**src/rtl/multi_clock_divider.sv**
```systemverilog
// multi_clock_divider: free-running cycle counter plus NUM_CH programmable
// tick/square channels, each retunable at run time through a one-slot
// valid/ready config port.
//
// Optional feature macro: CLKDIV_SYNC_EN (adds sync_restart_i)
//
// Ports
//   clock_i         system clock, all logic on its rising edge
//   reset_i         synchronous active-high reset
//   sync_restart_i  (CLKDIV_SYNC_EN only) realign all channel phases to 0
//   free_count_o    free-running cycle count
//   cfg_valid_i     config write request
//   cfg_ch_i        target channel index
//   cfg_div_i       new divisor D (0 halts the channel)
//   cfg_ready_o     config slot free
//   ch_enable_i     per-channel run enable
//   tick_o          one-cycle pulse per channel period
//   square_o        50% duty square wave, period 2*D
module multi_clock_divider #(
    parameter  int unsigned NUM_CH = 4,
    parameter  int unsigned CNT_W  = 32,
    parameter  int unsigned DIV_W  = 16,
    localparam int unsigned CH_W   = (NUM_CH > 1) ? $clog2(NUM_CH) : 1
) (
    input  logic              clock_i,
    input  logic              reset_i,
`ifdef CLKDIV_SYNC_EN
    input  logic              sync_restart_i,
`endif
    output logic [CNT_W-1:0]  free_count_o,
    input  logic              cfg_valid_i,
    input  logic [CH_W-1:0]   cfg_ch_i,
    input  logic [DIV_W-1:0]  cfg_div_i,
    output logic              cfg_ready_o,
    input  logic [NUM_CH-1:0] ch_enable_i,
    output logic [NUM_CH-1:0] tick_o,
    output logic [NUM_CH-1:0] square_o
);

    logic [CNT_W-1:0]  free_count_q, free_count_d;
    logic [DIV_W-1:0]  div_q [NUM_CH];
    logic [DIV_W-1:0]  div_d [NUM_CH];
    logic [DIV_W-1:0]  cnt_q [NUM_CH];
    logic [DIV_W-1:0]  cnt_d [NUM_CH];
    logic [NUM_CH-1:0] tick_q, tick_d;
    logic [NUM_CH-1:0] square_q, square_d;
    logic              pend_q, pend_d;
    logic [CH_W-1:0]   pend_ch_q, pend_ch_d;
    logic [DIV_W-1:0]  pend_div_q, pend_div_d;
    logic [NUM_CH-1:0] pend_hit;
    logic              cfg_ch_ok;
    logic              restart;

`ifdef CLKDIV_SYNC_EN
    assign restart = sync_restart_i;
`else
    assign restart = 1'b0;
`endif

    // Widen by one bit so the range check is meaningful for any NUM_CH.
    assign cfg_ch_ok = ({1'b0, cfg_ch_i} < (CH_W + 1)'(NUM_CH));

    // Which channel, if any, the pending write targets.
    always_comb begin
        pend_hit = '0;
        for (int c = 0; c < NUM_CH; c++) begin
            pend_hit[c] = pend_q && (pend_ch_q == CH_W'(c));
        end
    end

    // Next-state logic for counter, channels and config slot.
    always_comb begin
        free_count_d = free_count_q + CNT_W'(1);
        div_d        = div_q;
        cnt_d        = cnt_q;
        tick_d       = '0;
        square_d     = square_q;
        pend_d       = pend_q;
        pend_ch_d    = pend_ch_q;
        pend_div_d   = pend_div_q;

        for (int c = 0; c < NUM_CH; c++) begin
            if ((div_q[c] == '0) || !ch_enable_i[c]) begin
                // Halted or paused: a pending retune lands right away.
                if (pend_hit[c]) begin
                    div_d[c] = pend_div_q;
                    cnt_d[c] = '0;
                    pend_d   = 1'b0;
                end
            end else if (cnt_q[c] == (div_q[c] - DIV_W'(1))) begin
                // Terminal count: emit this period's tick, then retune if asked.
                cnt_d[c]    = '0;
                tick_d[c]   = 1'b1;
                square_d[c] = ~square_q[c];
                if (pend_hit[c]) begin
                    div_d[c] = pend_div_q;
                    pend_d   = 1'b0;
                end
            end else begin
                cnt_d[c] = cnt_q[c] + DIV_W'(1);
            end
        end

        // Phase realignment overrides normal channel stepping.
        if (restart) begin
            for (int c = 0; c < NUM_CH; c++) begin
                cnt_d[c]    = '0;
                tick_d[c]   = 1'b0;
                square_d[c] = 1'b0;
                if (pend_hit[c]) begin
                    div_d[c] = pend_div_q;
                    pend_d   = 1'b0;
                end
            end
        end

        // Accept only into an empty slot, so it never collides with a clear.
        if (cfg_valid_i && !pend_q && cfg_ch_ok) begin
            pend_d     = 1'b1;
            pend_ch_d  = cfg_ch_i;
            pend_div_d = cfg_div_i;
        end
    end

    // State registers.
    always_ff @(posedge clock_i) begin
        if (reset_i) begin
            free_count_q <= '0;
            div_q        <= '{default: '0};
            cnt_q        <= '{default: '0};
            tick_q       <= '0;
            square_q     <= '0;
            pend_q       <= 1'b0;
            pend_ch_q    <= '0;
            pend_div_q   <= '0;
        end else begin
            free_count_q <= free_count_d;
            div_q        <= div_d;
            cnt_q        <= cnt_d;
            tick_q       <= tick_d;
            square_q     <= square_d;
            pend_q       <= pend_d;
            pend_ch_q    <= pend_ch_d;
            pend_div_q   <= pend_div_d;
        end
    end

    assign free_count_o = free_count_q;
    assign cfg_ready_o  = ~pend_q;
    assign tick_o       = tick_q;
    assign square_o     = square_q;

endmodule

```
**config.mk**
```make
export PLATFORM = sky130hd
export DESIGN_NAME = multi_clock_divider
export DESIGN_NICKNAME = d
export VERILOG_FILES = /design/src/rtl/multi_clock_divider.sv
export SDC_FILE = /design/constraint.sdc
export NUM_CORES = 1
export LEC_CHECK = 0
export ABC_CLOCK_PERIOD_IN_PS = 5920
export BUFFER_PORTS_ARGS = -buffer_cell sky130_fd_sc_hd__clkbuf_2
export CELL_PAD_IN_SITES_DETAIL_PLACEMENT = 0
export CELL_PAD_IN_SITES_GLOBAL_PLACEMENT = 1
export CORE_MARGIN = 1
export CORE_UTILIZATION = 40
export CTS_BUF_LIST = sky130_fd_sc_hd__clkbuf_4
export CTS_CLUSTER_SIZE = 30
export DETAILED_ROUTE_END_ITERATION = 8
export MAX_ROUTING_LAYER = met4
export PLACE_DENSITY_LB_ADDON = 0.1
export SETUP_SLACK_MARGIN = 0.15
export SLEW_MARGIN = 20
export SYNTH_ARGS = -nofsm -noshare
export SYNTH_HDL_FRONTEND = slang
export SYNTH_SLANG_ARGS = --single-unit
```
**constraint.sdc**
```tcl
create_clock -name clock_i -period 5.92 [get_ports clock_i]
set_clock_uncertainty 0.2 [all_clocks]
set_input_delay 1.184 -clock clock_i [delete_from_list [all_inputs] [get_ports clock_i]]
set_output_delay 1.184 -clock clock_i [all_outputs]
set_load 0.005 [all_outputs]
```
==> results summary <==
In the detailed route, the total length drawn on met3 is about 1200 um. The worst endpoint data arrival time is between 4 and 5 ns. During I/O placement, the number of pins put on the boundary was 66.

The number of iterations in the first detailed-routing pass is 5. In the final routed layout, each cell accounts on average for 16.0 um. The die footprint is 0.0255 sq mm. STA classifies the critical path endpoint as a flip-flop.

The cell internal power dissipation is around 1.5 mW. The cell count after synthesis came out at 1,206. The count of cells in the finished layout, fillers not included, comes to 1,574. The number of DRC markers after the initial detailed-route iteration came out at between 500 and 600.

The synthesis warning total is 0. The power per cell area came out at a little over 200 mW/mm^2. The overflow left after global routing is 0.

The ratio of final minimum period to clock period came out at around 64%. Counting flops with a built-in enable in the synthesized netlist gives 0. The number of port buffers is 65.

The CTS clock-pin slew for the worst setup and hold paths came out at 0.19 ns. The number of gates resized after CTS is 0. The max-slew violation count came out at 0. Among cell families on the critical path, the largest total delay comes from simple AND/OR/NAND/NOR gates. The number of antenna-violating nets in the routed design is 0. The proportion of layout cells with a drive suffix above 1 is 10.2%. The number of nets in the synthesized netlist is 1,243. The power share of the clock group is 31.3%.

The die height is 160 um. The later-pin clock latency in the skew report came out at 0.58 ns. The average instance in the mapped netlist occupies 8.26 sq um. The floorplan has between 50 and 60 rows. The tool flagged a number of max-cap violations equal to 0. The endpoint required time on the critical path came out at 6.14 ns. The instance count after placement with tap cells included is ~1,500.

sky130_fd_sc_hd__dfxtp_1 takes more of the synthesized area than any other cell. The worst register-to-register path begins at div_q[16]. The number of global-route vias before repair came out at 7,852. The relative contribution of combinational cells to total power came out at about 8.5%. In the post-synthesis netlist, the biggest area contributors are sky130_fd_sc_hd__dfxtp_1, sky130_fd_sc_hd__mux2i_1, sky130_fd_sc_hd__xnor2_1. The area of the core is 0.0244 sq mm.

The slew at the pin with the worst max-slew slack came out at slightly above 0.9 ns. TritonCTS built the clock tree. The half-perimeter wire length after placement is 17,600 um. The root buffer cell is sky130_fd_sc_hd__clkbuf_4. The count of buffer and inverter cells on the critical path came out at 2. The time the final worst path needs with I/O delays and setup came out at ~3.8 ns. The routed layout has 8,627 vias. The first global-routing pass estimated 41,400 um of wire. The number of antenna violations at the first check in global routing is 3.

In this run the most critical hold path is launched from free_count_o[0]. For this configuration, the core starts out at a cell density of 40.8%. The DRC violations left came out at 0. The number of buffers added for setup after CTS came out at 0. The critical path is of the flip-flop to flip-flop type. The setup TNS after final layout came out at 0 ns. No sink is reached through more buffers than the 2 on the longest clock path. Counting flops and latches in the post-synthesis netlist gives 187. STA classifies the critical path startpoint as a flip-flop. The most critical setup path has its startpoint at div_q[16]. The flow ran to the end, and the final reports show no timing, DRC or antenna violations. Setup repair after global routing left no endpoint under its margin.

In this run the top signal layer used is met4. The share of synthesized area in the top cell type comes to about 38%. The cell area after synthesis came out at 0.00996 sq mm. The CTS sink count came out at 187. Along the worst path, the maximum fanout reaches 47. For this design, the slowest cell found on the critical path is sky130_fd_sc_hd__nor3b_1.

The largest net degree at the start of global routing is 87. The maximum clock frequency is 263 MHz. The worst IR drop on VDD came out at 0.000129 V. The synthesized netlist contains 75 unique library cells. The H-tree depth is 4. After detailed routing, the met2 layer carries 11,300 um of wire.

The aggregate global-route resource usage is 20.5%. The switching share of total power is 29.8%. The highest cell delay on the worst timing path came out at 0.59 ns.

The final wirelength came out at between 20,000 and 30,000 um. The number of vias per cell is 5.48. The sequential-to-total area share from yosys stat came out at ~38%.

The share of flip-flops with an asynchronous set or reset is 0%. The most frequently used flop master after synthesis is sky130_fd_sc_hd__dfxtp_1. Sequential cells account for roughly 60% of the total power. The final layout contains between 1,000 and 1,500 nets.

Headroom to the max-slew limit came out at 38.6%. The switching power summed over all nets came out at between 0.6 and 0.7 mW. The chip width came out at around 160 um. The number of failing setup endpoints in the final timing report is 0. The total power consumption of the routed design is 2.18 mW. The number of CTS-inserted buffers came out at 17. The wire length on met1 came out at 12,600 um. The congestion estimate from routability-driven global placement came to 0.821.

The final number of hold-violating endpoints is 0. The synthesis-to-finish area growth is 8.09%. The leakage power of the design is ~4.3 nW. After clock tree synthesis, the flow added hold-fix buffers numbering 0. In this run the worst hold path is classified as flip-flop to flip-flop.

Walking the worst path, the cells encountered are inv_1 -> ha_1 -> nor3b_1 -> xnor2_1 -> mux2_2 -> a2111oi_1 -> nand4_1 -> and2_1 -> buf_4 -> o2111ai_1 -> o32ai_1.
==> kinds of logic (layout without fill, tap and decap cells) <==
group                    Yosys count  after routing  synth area share [%]
buffers and inverters             93            134                  3.79
flip-flops                       187            187                  37.6
other                              0              3                     0
adder cells (fa/ha/maj)           12             12                  1.51
AND/OR/NAND/NOR                  497            497                  25.3
XOR/XNOR                         107            107                  9.41
AO/OA/AOI/OAI                    245            245                  15.8
multiplexers                      65             65                  6.55
==> cell type report <==
| class | instances | area, sq um |
|---|---|---|
| multi-input combinational | 926 | 5860 |
| clock buffer | 17 | 128 |
| tap | 324 | 405 |
| clock inverter | 15 | 131 |
| fill | 2548 | 13600 |
| sequential | 187 | 3740 |
| timing repair buffer | 72 | 380 |
| antenna | 3 | 7.51 |
| inverter | 30 | 113 |
==> path summary, 6_finish.rpt <==
check	end	slack, ns	depth (start not counted)
max	pend_q	2.12	11
min	free_count_o[0]	0.29	1
max reg2reg	pend_q	2.12	11
min reg2reg	free_count_o[0]	0.29	1
==> per-stage QoR <==
stage	utilization (%)	hold WS, ns	area [sq um]	setup WS, ns
floorplan	-	0.244	9960	2.68
global placement	43.0	0.251	10500	2.02
detailed placement	43.0	0.257	10500	2.15
CTS	44.1	0.298	10800	2.11
global route	44.1	0.322	10800	1.74
finish	44.1	0.288	10800	2.12
==> synthesized netlist by cell type, types with 16 or more instances <==
master and n:
sky130_fd_sc_hd__clkbuf_1 53, sky130_fd_sc_hd__or3_1 18, sky130_fd_sc_hd__o21ai_0 46, sky130_fd_sc_hd__nor3_1 40
sky130_fd_sc_hd__inv_1 30, sky130_fd_sc_hd__xnor2_1 56, sky130_fd_sc_hd__a21oi_1 85, sky130_fd_sc_hd__nor2_1 118
sky130_fd_sc_hd__nand2_1 115, sky130_fd_sc_hd__xor2_1 51, sky130_fd_sc_hd__mux2i_1 64, sky130_fd_sc_hd__and3_1 35
sky130_fd_sc_hd__dfxtp_1 187, sky130_fd_sc_hd__nor4_1 16, sky130_fd_sc_hd__nand3_1 60
==> cells in the final DEF (no fill, tap or decap), types with 46 or more instances in the layout <==
master	synthesis	final
sky130_fd_sc_hd__dfxtp_1	187	187
sky130_fd_sc_hd__nor2_1	118	118
sky130_fd_sc_hd__nand2_1	115	115
sky130_fd_sc_hd__a21oi_1	85	85
sky130_fd_sc_hd__mux2i_1	64	64
sky130_fd_sc_hd__clkbuf_2	0	64
sky130_fd_sc_hd__nand3_1	60	60
sky130_fd_sc_hd__xnor2_1	56	56
sky130_fd_sc_hd__xor2_1	51	51
sky130_fd_sc_hd__o21ai_0	46	46
==> sequential cells by signal, indices dropped and copies added (netlist names) <==
signal	count
tick_o	4
pend_div_q	16
pend_q	1
square_o	4
pend_ch_q	2
free_count_o	32
div_q	64
cnt_q	64
==> per-layer routing <==
layer | global-route usage [%] | vias to the layer above
met5 | - | -
met4 | 3.68 | 0
met3 | 4.05 | 11
met2 | 31.8 | 165
met1 | 27.7 | 4068
li1 | - | 4383
==> power groups by stage <==
stage / Clock (mW) / Combinational (mW) / Sequential, mW
5_1_grt: 0.772 / 0.208 / 1.31
2_1_floorplan: 0 / 0.143 / 1.32
6_report: 0.682 / 0.186 / 1.31
3_5_place_dp: 0 / 0.187 / 1.34
3_3_place_gp: 0 / 0.186 / 1.34
4_1_cts: 0.711 / 0.188 / 1.31
(Power assumes the default switching activity.)
